===== config.mk =====
export PLATFORM = sky130hd
export DESIGN_NAME = pipeline_commit_monitor_flat
export DESIGN_NICKNAME = d
export VERILOG_FILES = /design/src/rtl/pipeline_commit_monitor_if.sv /design/src/rtl/pipeline_commit_monitor.sv /design/src/flat_wrapper.sv
export SDC_FILE = /design/constraint.sdc
export NUM_CORES = 2
export LEC_CHECK = 0
export ABC_AREA = 1
export CORE_ASPECT_RATIO = 1.2
export CORE_MARGIN = 1.5
export CORE_UTILIZATION = 32
export CTS_CLUSTER_DIAMETER = 80
export CTS_CLUSTER_SIZE = 10
export DETAILED_ROUTE_END_ITERATION = 8
export PLACE_DENSITY = 0.57
export SLEW_MARGIN = 20
export SYNTH_ARGS = -nofsm -noshare
export SYNTH_HDL_FRONTEND = slang
export SYNTH_SLANG_ARGS = --single-unit

===== constraint.sdc =====
create_clock -name clk -period 12.55 [get_ports clk]
set_input_delay 2.51 -clock clk [delete_from_list [all_inputs] [get_ports clk]]
set_output_delay 2.51 -clock clk [all_outputs]
set_load 0.005 [all_outputs]

===== src/rtl/pipeline_commit_monitor_if.sv =====
// Commit-monitor bus: pipeline taps, expected-table load, trace readout and check status.
// master drives the taps and consumes the trace; slave is the monitor itself.
interface pipeline_commit_monitor_if #(
    parameter int DATA_WIDTH     = 32,
    parameter int REG_ADDR_WIDTH = 5,
    parameter int CYC_WIDTH      = 16
);
    localparam int NUM_REGS = 2 ** REG_ADDR_WIDTH;
    localparam int FC_W     = $clog2(NUM_REGS + 1);

    logic                      wb_reg_write;
    logic [REG_ADDR_WIDTH-1:0] wb_write_register;
    logic [DATA_WIDTH-1:0]     wb_write_data;
    logic                      mem_mem_write;
    logic [DATA_WIDTH-1:0]     mem_addr;
    logic [DATA_WIDTH-1:0]     mem_write_data;
    logic                      exp_wr_en;
    logic [REG_ADDR_WIDTH-1:0] exp_addr;
    logic [DATA_WIDTH-1:0]     exp_data;
    logic                      rd_valid;
    logic                      rd_ready;
    logic [2*DATA_WIDTH:0]     rd_data;
    logic                      overflow;
    logic [CYC_WIDTH-1:0]      cycle_count;
    logic                      done;
    logic                      pass;
    logic [FC_W-1:0]           fail_count;
    logic [REG_ADDR_WIDTH-1:0] first_fail;

    modport master (
        output wb_reg_write, wb_write_register, wb_write_data,
        output mem_mem_write, mem_addr, mem_write_data,
        output exp_wr_en, exp_addr, exp_data,
        output rd_ready,
        input  rd_valid, rd_data, overflow, cycle_count, done, pass, fail_count, first_fail
    );

    modport slave (
        input  wb_reg_write, wb_write_register, wb_write_data,
        input  mem_mem_write, mem_addr, mem_write_data,
        input  exp_wr_en, exp_addr, exp_data,
        input  rd_ready,
        output rd_valid, rd_data, overflow, cycle_count, done, pass, fail_count, first_fail
    );
endinterface


===== src/rtl/pipeline_commit_monitor.sv =====
// Shadow regfile + drop-on-full commit trace, checked against an expected table at CHECK_CYCLE; store tracing via COMMIT_MON_STORE_TRACE_EN.
// Trace head visible one cycle after a commit; entries that find no free slot are dropped and flagged in overflow.
module pipeline_commit_monitor #(
    parameter int DATA_WIDTH     = 32,
    parameter int REG_ADDR_WIDTH = 5,
    parameter int TRACE_DEPTH    = 16,
    parameter int CYC_WIDTH      = 16,
    parameter int CHECK_CYCLE    = 40
) (
    input  logic                     clk,
    input  logic                     reset,
    pipeline_commit_monitor_if.slave bus
);
    localparam int NUM_REGS = 2 ** REG_ADDR_WIDTH;
    localparam int FC_W     = $clog2(NUM_REGS + 1);
    localparam int ENT_W    = 1 + 2 * DATA_WIDTH;
    localparam int PTR_W    = $clog2(TRACE_DEPTH);
    localparam int CNT_W    = $clog2(TRACE_DEPTH + 1);

    typedef enum logic [1:0] {RUN, CHECK, DONE} state_t;

    state_t                    state_q, state_d;
    logic [CYC_WIDTH-1:0]      cycle_q, cycle_d;
    logic [REG_ADDR_WIDTH-1:0] idx_q, idx_d;
    logic [FC_W-1:0]           fail_q, fail_d;
    logic [REG_ADDR_WIDTH-1:0] first_q, first_d;

    logic [DATA_WIDTH-1:0]     shadow_q [NUM_REGS];
    logic [DATA_WIDTH-1:0]     exp_q    [NUM_REGS];
    logic [NUM_REGS-1:0]       exp_vld_q;
    logic                      shadow_we, exp_we;

    logic [ENT_W-1:0]          fifo_q [TRACE_DEPTH];
    logic [PTR_W-1:0]          wr_ptr_q, wr_ptr_d, rd_ptr_q, rd_ptr_d;
    logic [CNT_W-1:0]          cnt_q, cnt_d, free_slots;
    logic                      ovf_q, ovf_d;
    logic                      pop, push_wb, push_st;
    logic [ENT_W-1:0]          wb_ent;

    // Register 0 is hardwired in the pipeline, so its commits are traced but never shadowed.
    assign shadow_we = (state_q == RUN) && bus.wb_reg_write && (bus.wb_write_register != '0);
    assign exp_we    = (state_q != CHECK) && bus.exp_wr_en;

    always_ff @(posedge clk) begin
        if (!reset) begin
            for (int i = 0; i < NUM_REGS; i++) begin
                shadow_q[i] <= '0;
                exp_q[i]    <= '0;
            end
            exp_vld_q <= '0;
        end else begin
            if (shadow_we) shadow_q[bus.wb_write_register] <= bus.wb_write_data;
            if (exp_we) begin
                exp_q[bus.exp_addr]     <= bus.exp_data;
                exp_vld_q[bus.exp_addr] <= 1'b1;
            end
        end
    end

    always_comb begin
        state_d = state_q;
        idx_d   = idx_q;
        fail_d  = fail_q;
        first_d = first_q;
        cycle_d = (cycle_q == '1) ? cycle_q : cycle_q + CYC_WIDTH'(1);
        case (state_q)
            RUN: begin
                if (cycle_q == CYC_WIDTH'(CHECK_CYCLE)) state_d = CHECK;
            end
            CHECK: begin
                idx_d = idx_q + REG_ADDR_WIDTH'(1);
                if (exp_vld_q[idx_q] && (shadow_q[idx_q] != exp_q[idx_q])) begin
                    fail_d = fail_q + FC_W'(1);
                    if (fail_q == '0) first_d = idx_q;
                end
                if (idx_q == REG_ADDR_WIDTH'(NUM_REGS - 1)) state_d = DONE;
            end
            DONE:    state_d = DONE;
            default: state_d = RUN;
        endcase
    end

    assign wb_ent = {1'b0, DATA_WIDTH'(bus.wb_write_register), bus.wb_write_data};

    // Free space counts a same-cycle pop so a full FIFO being drained still accepts a commit.
    always_comb begin
        pop        = (cnt_q != '0) && bus.rd_ready;
        free_slots = CNT_W'(TRACE_DEPTH) - cnt_q + CNT_W'(pop);
        push_wb    = bus.wb_reg_write && (free_slots != '0);
`ifdef COMMIT_MON_STORE_TRACE_EN
        push_st    = bus.mem_mem_write &&
                     (free_slots > (bus.wb_reg_write ? CNT_W'(1) : CNT_W'(0)));
        ovf_d      = ovf_q | (bus.wb_reg_write & ~push_wb) | (bus.mem_mem_write & ~push_st);
`else
        push_st    = 1'b0;
        ovf_d      = ovf_q | (bus.wb_reg_write & ~push_wb);
`endif
        rd_ptr_d   = rd_ptr_q + PTR_W'(pop);
        wr_ptr_d   = wr_ptr_q + PTR_W'(push_wb) + PTR_W'(push_st);
        cnt_d      = cnt_q + CNT_W'(push_wb) + CNT_W'(push_st) - CNT_W'(pop);
    end

`ifdef COMMIT_MON_STORE_TRACE_EN
    logic [ENT_W-1:0] st_ent;
    assign st_ent = {1'b1, bus.mem_addr, bus.mem_write_data};
`else
    logic unused_store;
    assign unused_store = ^{bus.mem_mem_write, bus.mem_addr, bus.mem_write_data};
`endif

    always_ff @(posedge clk) begin
        if (reset && push_wb) fifo_q[wr_ptr_q] <= wb_ent;
`ifdef COMMIT_MON_STORE_TRACE_EN
        if (reset && push_st) fifo_q[wr_ptr_q + PTR_W'(push_wb)] <= st_ent;
`endif
    end

    always_ff @(posedge clk) begin
        if (!reset) begin
            state_q  <= RUN;
            cycle_q  <= '0;
            idx_q    <= '0;
            fail_q   <= '0;
            first_q  <= '0;
            wr_ptr_q <= '0;
            rd_ptr_q <= '0;
            cnt_q    <= '0;
            ovf_q    <= 1'b0;
        end else begin
            state_q  <= state_d;
            cycle_q  <= cycle_d;
            idx_q    <= idx_d;
            fail_q   <= fail_d;
            first_q  <= first_d;
            wr_ptr_q <= wr_ptr_d;
            rd_ptr_q <= rd_ptr_d;
            cnt_q    <= cnt_d;
            ovf_q    <= ovf_d;
        end
    end

    assign bus.rd_valid    = (cnt_q != '0);
    assign bus.rd_data     = (cnt_q != '0) ? fifo_q[rd_ptr_q] : '0;
    assign bus.overflow    = ovf_q;
    assign bus.cycle_count = cycle_q;
    assign bus.done        = (state_q == DONE);
    assign bus.pass        = (state_q == DONE) && (fail_q == '0);
    assign bus.fail_count  = fail_q;
    assign bus.first_fail  = first_q;
endmodule


===== src/flat_wrapper.sv =====
// flat-port wrapper written by rule: the top's interface ports become plain ports
module pipeline_commit_monitor_flat 
#(
    parameter int DATA_WIDTH     = 32,
    parameter int REG_ADDR_WIDTH = 5,
    parameter int TRACE_DEPTH    = 16,
    parameter int CYC_WIDTH      = 16,
    parameter int CHECK_CYCLE    = 40
)
  (clk, reset, bus_wb_reg_write, bus_wb_write_register, bus_wb_write_data, bus_mem_mem_write, bus_mem_addr, bus_mem_write_data, bus_exp_wr_en, bus_exp_addr, bus_exp_data, bus_rd_ready, bus_rd_valid, bus_rd_data, bus_overflow, bus_cycle_count, bus_done, bus_pass, bus_fail_count, bus_first_fail);
  pipeline_commit_monitor_if #(.DATA_WIDTH(DATA_WIDTH), .REG_ADDR_WIDTH(REG_ADDR_WIDTH), .CYC_WIDTH(CYC_WIDTH)) bus_i ();
  input  logic clk;
  input  logic reset;
  input wire logic [$bits(bus_i.wb_reg_write)-1:0] bus_wb_reg_write;
  input wire logic [$bits(bus_i.wb_write_register)-1:0] bus_wb_write_register;
  input wire logic [$bits(bus_i.wb_write_data)-1:0] bus_wb_write_data;
  input wire logic [$bits(bus_i.mem_mem_write)-1:0] bus_mem_mem_write;
  input wire logic [$bits(bus_i.mem_addr)-1:0] bus_mem_addr;
  input wire logic [$bits(bus_i.mem_write_data)-1:0] bus_mem_write_data;
  input wire logic [$bits(bus_i.exp_wr_en)-1:0] bus_exp_wr_en;
  input wire logic [$bits(bus_i.exp_addr)-1:0] bus_exp_addr;
  input wire logic [$bits(bus_i.exp_data)-1:0] bus_exp_data;
  input wire logic [$bits(bus_i.rd_ready)-1:0] bus_rd_ready;
  output wire logic [$bits(bus_i.rd_valid)-1:0] bus_rd_valid;
  output wire logic [$bits(bus_i.rd_data)-1:0] bus_rd_data;
  output wire logic [$bits(bus_i.overflow)-1:0] bus_overflow;
  output wire logic [$bits(bus_i.cycle_count)-1:0] bus_cycle_count;
  output wire logic [$bits(bus_i.done)-1:0] bus_done;
  output wire logic [$bits(bus_i.pass)-1:0] bus_pass;
  output wire logic [$bits(bus_i.fail_count)-1:0] bus_fail_count;
  output wire logic [$bits(bus_i.first_fail)-1:0] bus_first_fail;
  assign bus_i.wb_reg_write = bus_wb_reg_write;
  assign bus_i.wb_write_register = bus_wb_write_register;
  assign bus_i.wb_write_data = bus_wb_write_data;
  assign bus_i.mem_mem_write = bus_mem_mem_write;
  assign bus_i.mem_addr = bus_mem_addr;
  assign bus_i.mem_write_data = bus_mem_write_data;
  assign bus_i.exp_wr_en = bus_exp_wr_en;
  assign bus_i.exp_addr = bus_exp_addr;
  assign bus_i.exp_data = bus_exp_data;
  assign bus_i.rd_ready = bus_rd_ready;
  assign bus_rd_valid = bus_i.rd_valid;
  assign bus_rd_data = bus_i.rd_data;
  assign bus_overflow = bus_i.overflow;
  assign bus_cycle_count = bus_i.cycle_count;
  assign bus_done = bus_i.done;
  assign bus_pass = bus_i.pass;
  assign bus_fail_count = bus_i.fail_count;
  assign bus_first_fail = bus_i.first_fail;
  pipeline_commit_monitor #(.DATA_WIDTH(DATA_WIDTH), .REG_ADDR_WIDTH(REG_ADDR_WIDTH), .TRACE_DEPTH(TRACE_DEPTH), .CYC_WIDTH(CYC_WIDTH), .CHECK_CYCLE(CHECK_CYCLE)) u_core (.clk(clk), .reset(reset), .bus(bus_i));
endmodule

=== Yosys cells after proc, flatten, opt, wreduce, memory -nomap -nowiden ===
Memory sizes are Yosys's and may differ from the RTL's. A register that Yosys moved wholly into a read port is not among the register bits.
Index checks and enable logic that the tools add are counted.

* Word-level logic and storage cells: 85
* Input port bits: 144
* Output and inout port bits: 96
* RAM bits: 2,640
* Memories kept: 3
* Bits in registers: 80

* Multiplexer cells: 28
* Bitwise logic cells: 4
* Magnitude comparators: 3
* Add/sub/neg operators: 9
* Reduce and logical (&&, ||, !) cells: 19
* Equal/unequal tests: 9

{| class="wikitable"
|+ Memory list
! name !! words !! width !! read ports !! clocked after Yosys merged registers in !! write ports !! line !! source
|-
| u_core.exp_q || 32 || 32 || 1 || 1 || 32 || pipeline_commit_monitor.sv:29 || <nowiki>logic [DATA_WIDTH-1:0] exp_q [NUM_REGS];</nowiki>
|-
| u_core.shadow_q || 32 || 32 || 1 || 1 || 32 || pipeline_commit_monitor.sv:28 || <nowiki>logic [DATA_WIDTH-1:0] shadow_q [NUM_REGS];</nowiki>
|-
| u_core.fifo_q || 16 || 37 || 1 || 1 || 1 || pipeline_commit_monitor.sv:33 || <nowiki>logic [ENT_W-1:0] fifo_q [TRACE_DEPTH];</nowiki>
|}

{| class="wikitable"
|+ Operators by type and width
! cell !! count
|-
| two-way mux 65 bit || 1
|-
| two-way mux 32 bit || 2
|-
| OR reduction 32 bit || 2
|-
| != test 32 bit || 1
|-
| bitwise OR 32 bit || 1
|-
| two-way mux 5 bit || 6
|-
| adder 16 x 1 -> 16 bit (second input constant) || 1
|-
| == test 16 bit (second input constant) || 1
|-
| == test 16 x 6 -> 1 bit (second input constant) || 1
|-
| nonzero test 5 bit || 3
|-
| two-way mux 1 bit || 13
|-
| < comparator 5 x 6 -> 1 bit (second input constant) || 2
|-
| adder 5 x 1 -> 5 bit || 2
|-
| logical AND 1 bit || 9
|-
| adder 4 x 1 -> 4 bit || 2
|-
| adder 6 x 1 -> 6 bit (second input constant) || 1
|-
| zero test 6 bit || 1
|-
| one-hot mux 2 bit (3 select lines) || 1
|-
| adder 5 x 1 -> 5 bit (second input constant) || 1
|-
| binary-select mux 1 bit (select 5 bit) || 1
|-
| demux 1 bit (select 5 bit) || 1
|-
| == test 5 bit (second input constant) || 1
|-
| greater-or-equal comparator 5 x 1 -> 1 bit (second input constant) || 1
|-
| subtractor 5 x 1 -> 5 bit || 1
|-
| other kinds (13) || 16
|}

=== Depth between registers and ports, before layout ===
* Depth after elaboration: 8
* Mapped depth: 25
* Mapped depth without buffers: 21

=== Worst setup path after synthesis ===
OpenSTA, ideal clock, no wires.

* Path type: in2reg
* Start point: in bus_rd_ready
* End point: mem u_core.fifo_q[0][0] (netlist bit), enable pin
* Cell stages on the path: 10
* Path slack: 6.892 ns
* Setup time: 0.431 ns
* Buffers on the path: 0
* Data arrival time: 5.227 ns
* Data required time: 12.119 ns
* Cells stage by stage: nand2_1 -> ha_1 -> inv_1 -> ha_1 -> nor3_1 -> nand4_1 -> nor2_1 -> nor3_1 -> nand3_1 -> nor2_1

* Longest elaborated chain between the ends: 7

{| class="wikitable"
|+ Ends and longest elaborated chain
! element !! line !! source
|-
| from (decl) || flat_wrapper.sv:23 || <nowiki>input wire logic [$bits(bus_i.rd_ready)-1:0] bus_rd_ready;</nowiki>
|-
| logical AND 1 bit || pipeline_commit_monitor.sv:87 || <nowiki>pop = (cnt_q != '0) && bus.rd_ready;</nowiki>
|-
| adder 5 x 1 -> 5 bit || pipeline_commit_monitor.sv:88 || <nowiki>free_slots = CNT_W'(TRACE_DEPTH) - cnt_q + CNT_W'(pop);</nowiki>
|-
| nonzero test 5 bit || pipeline_commit_monitor.sv:89 || <nowiki>push_wb = bus.wb_reg_write && (free_slots != '0);</nowiki>
|-
| logical AND 1 bit || pipeline_commit_monitor.sv:89 ||
|-
| logical AND 1 bit || pipeline_commit_monitor.sv:112 || <nowiki>if (reset && push_wb) fifo_q[wr_ptr_q] <= wb_ent;</nowiki>
|-
| two-way mux 1 bit || pipeline_commit_monitor.sv:112 ||
|-
| two-way mux 1 bit (implied by the code) || pipeline_commit_monitor.sv:112 ||
|-
| to (decl) || pipeline_commit_monitor.sv:33 ||
|}

No other way between the ends.

==> impl_results.md <==
* Clock buffer depth at 4
* CP Data Arrival Time at 5.03 ns
* Startpoint types: flop
* CP Cell Sequence: buf_12 -> buf_4 -> o21ai_0 -> o22ai_1 -> nor2_1 -> nor2_1 -> o21ai_0 -> a21oi_1 -> clkdlybuf4s50_1
* Max VDD drop at 0.152 mV
* DR iter-0 viols at 9365
* Dpl hpwl at 200000 um
* Slew margin rel. at 21.3%
* RSZ-0062 raised after global routing: false
* Setup Crit Path Kind: reg2out
* DR WL met2 at 178000 um
* Fillers at 36.9k
* # rows at 246
* HP Class: reg2reg
* Total global routing overflow at 0
* Synth top area share at 65.9%
* Final hold vios at 0
* Pwr/cell area at 184 mW/mm^2
* Clock Skew at 0.0568 ns
* Vias in the first global route at 80.8k
* GRT Overall Usage at 19.4%
* Via density at 5.18
* Tightest Pin Transition at 1.17 ns
* Peak Freq at 133 MHz
* Mapped Avg Cell Area at 10.1 um^2
* H-tree Lvls at 5
* Max Used Layer: met4
* Register area share after synthesis at 67.3%
* DRC at 0
* Resized cells post-CTS at 0
* WP depth at 9
* TritonCTS Sinks at 2725
* Initial core utilization at 32.1%
* Final setup viols at 0
* R2R cell count at 20
* Synth unique cells at 37
* WL final at 380000 um
* Crit path max-delay family: buffers and inverters
* Leak pwr at 50.4 nW
* Die Span Y at 675 um
* Clock slew at reported path FFs at 0.06 ns
* Most common cell after layout, fill and taps aside: nand2_1
* Outcome: completed
* Root buffer cell: clkbuf_16
* Antenna violations before repair at 9
* Post-route clock period utilization at 60.1%
* Required time worst endpoint at 10.04 ns
* Most frequent cells in the layout: nand2_1, edfxtp_1, nor2_1
* Num ports at 240
* Post-synth ARST share at 0%
* Clock latency on the worst-skew pair at 0.94 ns
* Max cap viols at 0
* Critical path's slowest cell: buf_4
* Main synth FF type: edfxtp_1
* Yosys reg bits at 2725
* CP Capture Type: primary output
* Slew Limit Fails at 0
* Share of layout cells above drive strength 1 at 5.87%
* Synthesized instance count at 11.9k
* CP Max Fanout at 152
* Total Neg Setup Slack at 0 ns
* WL met1 at 155000 um
* Design Area, Final at 0.134 mm^2
* Setup repair bufs after CTS at 0
* Hold bufs inserted after CTS at 0
* Width of the die at 563 um
* Pin count of the biggest net entering global routing at 202
* Core box area at 0.374 mm^2
* Die area at 0.380 mm^2
* Synth warn at 0
* Met3 WL at 30000 um
* Fin crit period at 7.54 ns
* Drt first pass iters at 6
* Via count at 86.4k
* Area leader, netlist: edfxtp_1
* Nets at 11.8k
* Num CTS Buffers at 312
* Post-synth EDFFs at 2640
* Placer Congestion at 0.860
* ANT nets after route at 0
* Synth area leaders: edfxtp_1, nand2_1, nor2_1
* Hold Path Stages at 2
* Placed instance area at 0.126 mm^2
* Post-Syn Area at 0.120 mm^2
* Synth-to-Final Area Change at 11.5%
* Buffers and inverters on the worst path at 3
* WL/cell at 22.8 um
* CP peak stage delay at 0.79 ns
* CTS tree: done
* PortBufs at 146
* First-pass GRT wire length at 548000 um
## per-stage QoR
step / util [%] / hold WS, ns / power, W / setup slack [ns] / std cells
final: 35.9 / 0.439 / 0.0247 / 5.01 / 16700
after global routing: 35.9 / 0.466 / 0.0257 / 4.70 / 16700
after CTS: 35.8 / 0.442 / 0.0248 / 4.98 / 16700
after detailed placement: 33.5 / 0.433 / 0.0167 / 5.14 / 16300
after global placement: 33.5 / 0.431 / 0.0167 / 5.15 / 16300
after floorplan: - / 0.422 / 0.0145 / 6.89 / 11900
## worst min-delay path, delay by kind of cell (launching register included)
kind / cells / cell delay, ns
simple gates: 2 / 0.09
flops: 1 / 0.30
## cells by family after synthesis
family | synth area share (%)
DFF | 67.3
adders and majority gates | 0.245
buffers and inverters | 4.71
AOI/OAI and AO/OA | 3.12
xor gates and xnor gates | 0.0364
and+or+nand+nor | 24.6
other | 0.00312
## final cells by class
class / count / area (um^2) / area share (%)
Sequential cell: 2725 / 81000 / 60.4
Tap cell: 4960 / 6210 / 4.62
Multi-Input combinational cell: 7998 / 34300 / 25.5
Clock buffer: 390 / 8210 / 6.11
Antenna cell: 4 / 10.0 / 0.00746
Timing Repair Buffer: 369 / 3290 / 2.45
Clock inverter: 26 / 404 / 0.301
Inverter: 203 / 812 / 0.605
## cells in the mapped netlist, types with 5 or more instances
cell type  count
o21ai_1       17
nand4_1       27
nor2_1      2531
nor3_1        32
nand2_1     2893
o21ai_0      400
clkinv_1       9
dfxtp_1       85
buf_4         95
buf_6         55
inv_1        187
o211ai_1       5
o221ai_1     104
a21oi_1       71
buf_2        226
inv_2          6
nor4_1        11
ha_1          22
clkbuf_1     578
nand3_1     1762
edfxtp_1    2640
buf_1         50
o22ai_1       44
## worst paths after layout
kind | from | to | slack [ns]
max | u_core.rd_ptr_q[0] | bus_rd_data[31] | 5.01
min | u_core.exp_vld_q[25] | u_core.exp_vld_q[25] | 0.44
max reg2reg | flop | u_core.bus.first_fail[4] | 6.48
min reg2reg | u_core.exp_vld_q[25] | u_core.exp_vld_q[25] | 0.44
## report_power, final
group | internal, W | switching, W
registers | 0.0103 | 0.000194
clock network | 0.00457 | 0.00359
logic | 0.00158 | 0.00449
total | 0.0165 | 0.00828
## registers in the layout (all words and copies together), names as in the netlist, named ones only
signal,flops
u_core.exp_q,1024
u_core.shadow_q,1024
u_core.rd_ptr_q,4
u_core.bus.cycle_count,16
u_core.state_q,2
u_core.fifo_q,592
u_core.bus.fail_count,6
u_core.cnt_q,5
u_core.bus.overflow,1
u_core.exp_vld_q,32
u_core.bus.first_fail,5
u_core.wr_ptr_q,4
u_core.idx_q,5
## per-layer routing
layer	vias up	track usage, %
met4	0	8.13
met5	-	0
li1	39600	-
met2	3715	31.6
met1	42400	25.9
met3	652	2.58
No activity file was read; power rests on OpenSTA's default activity.
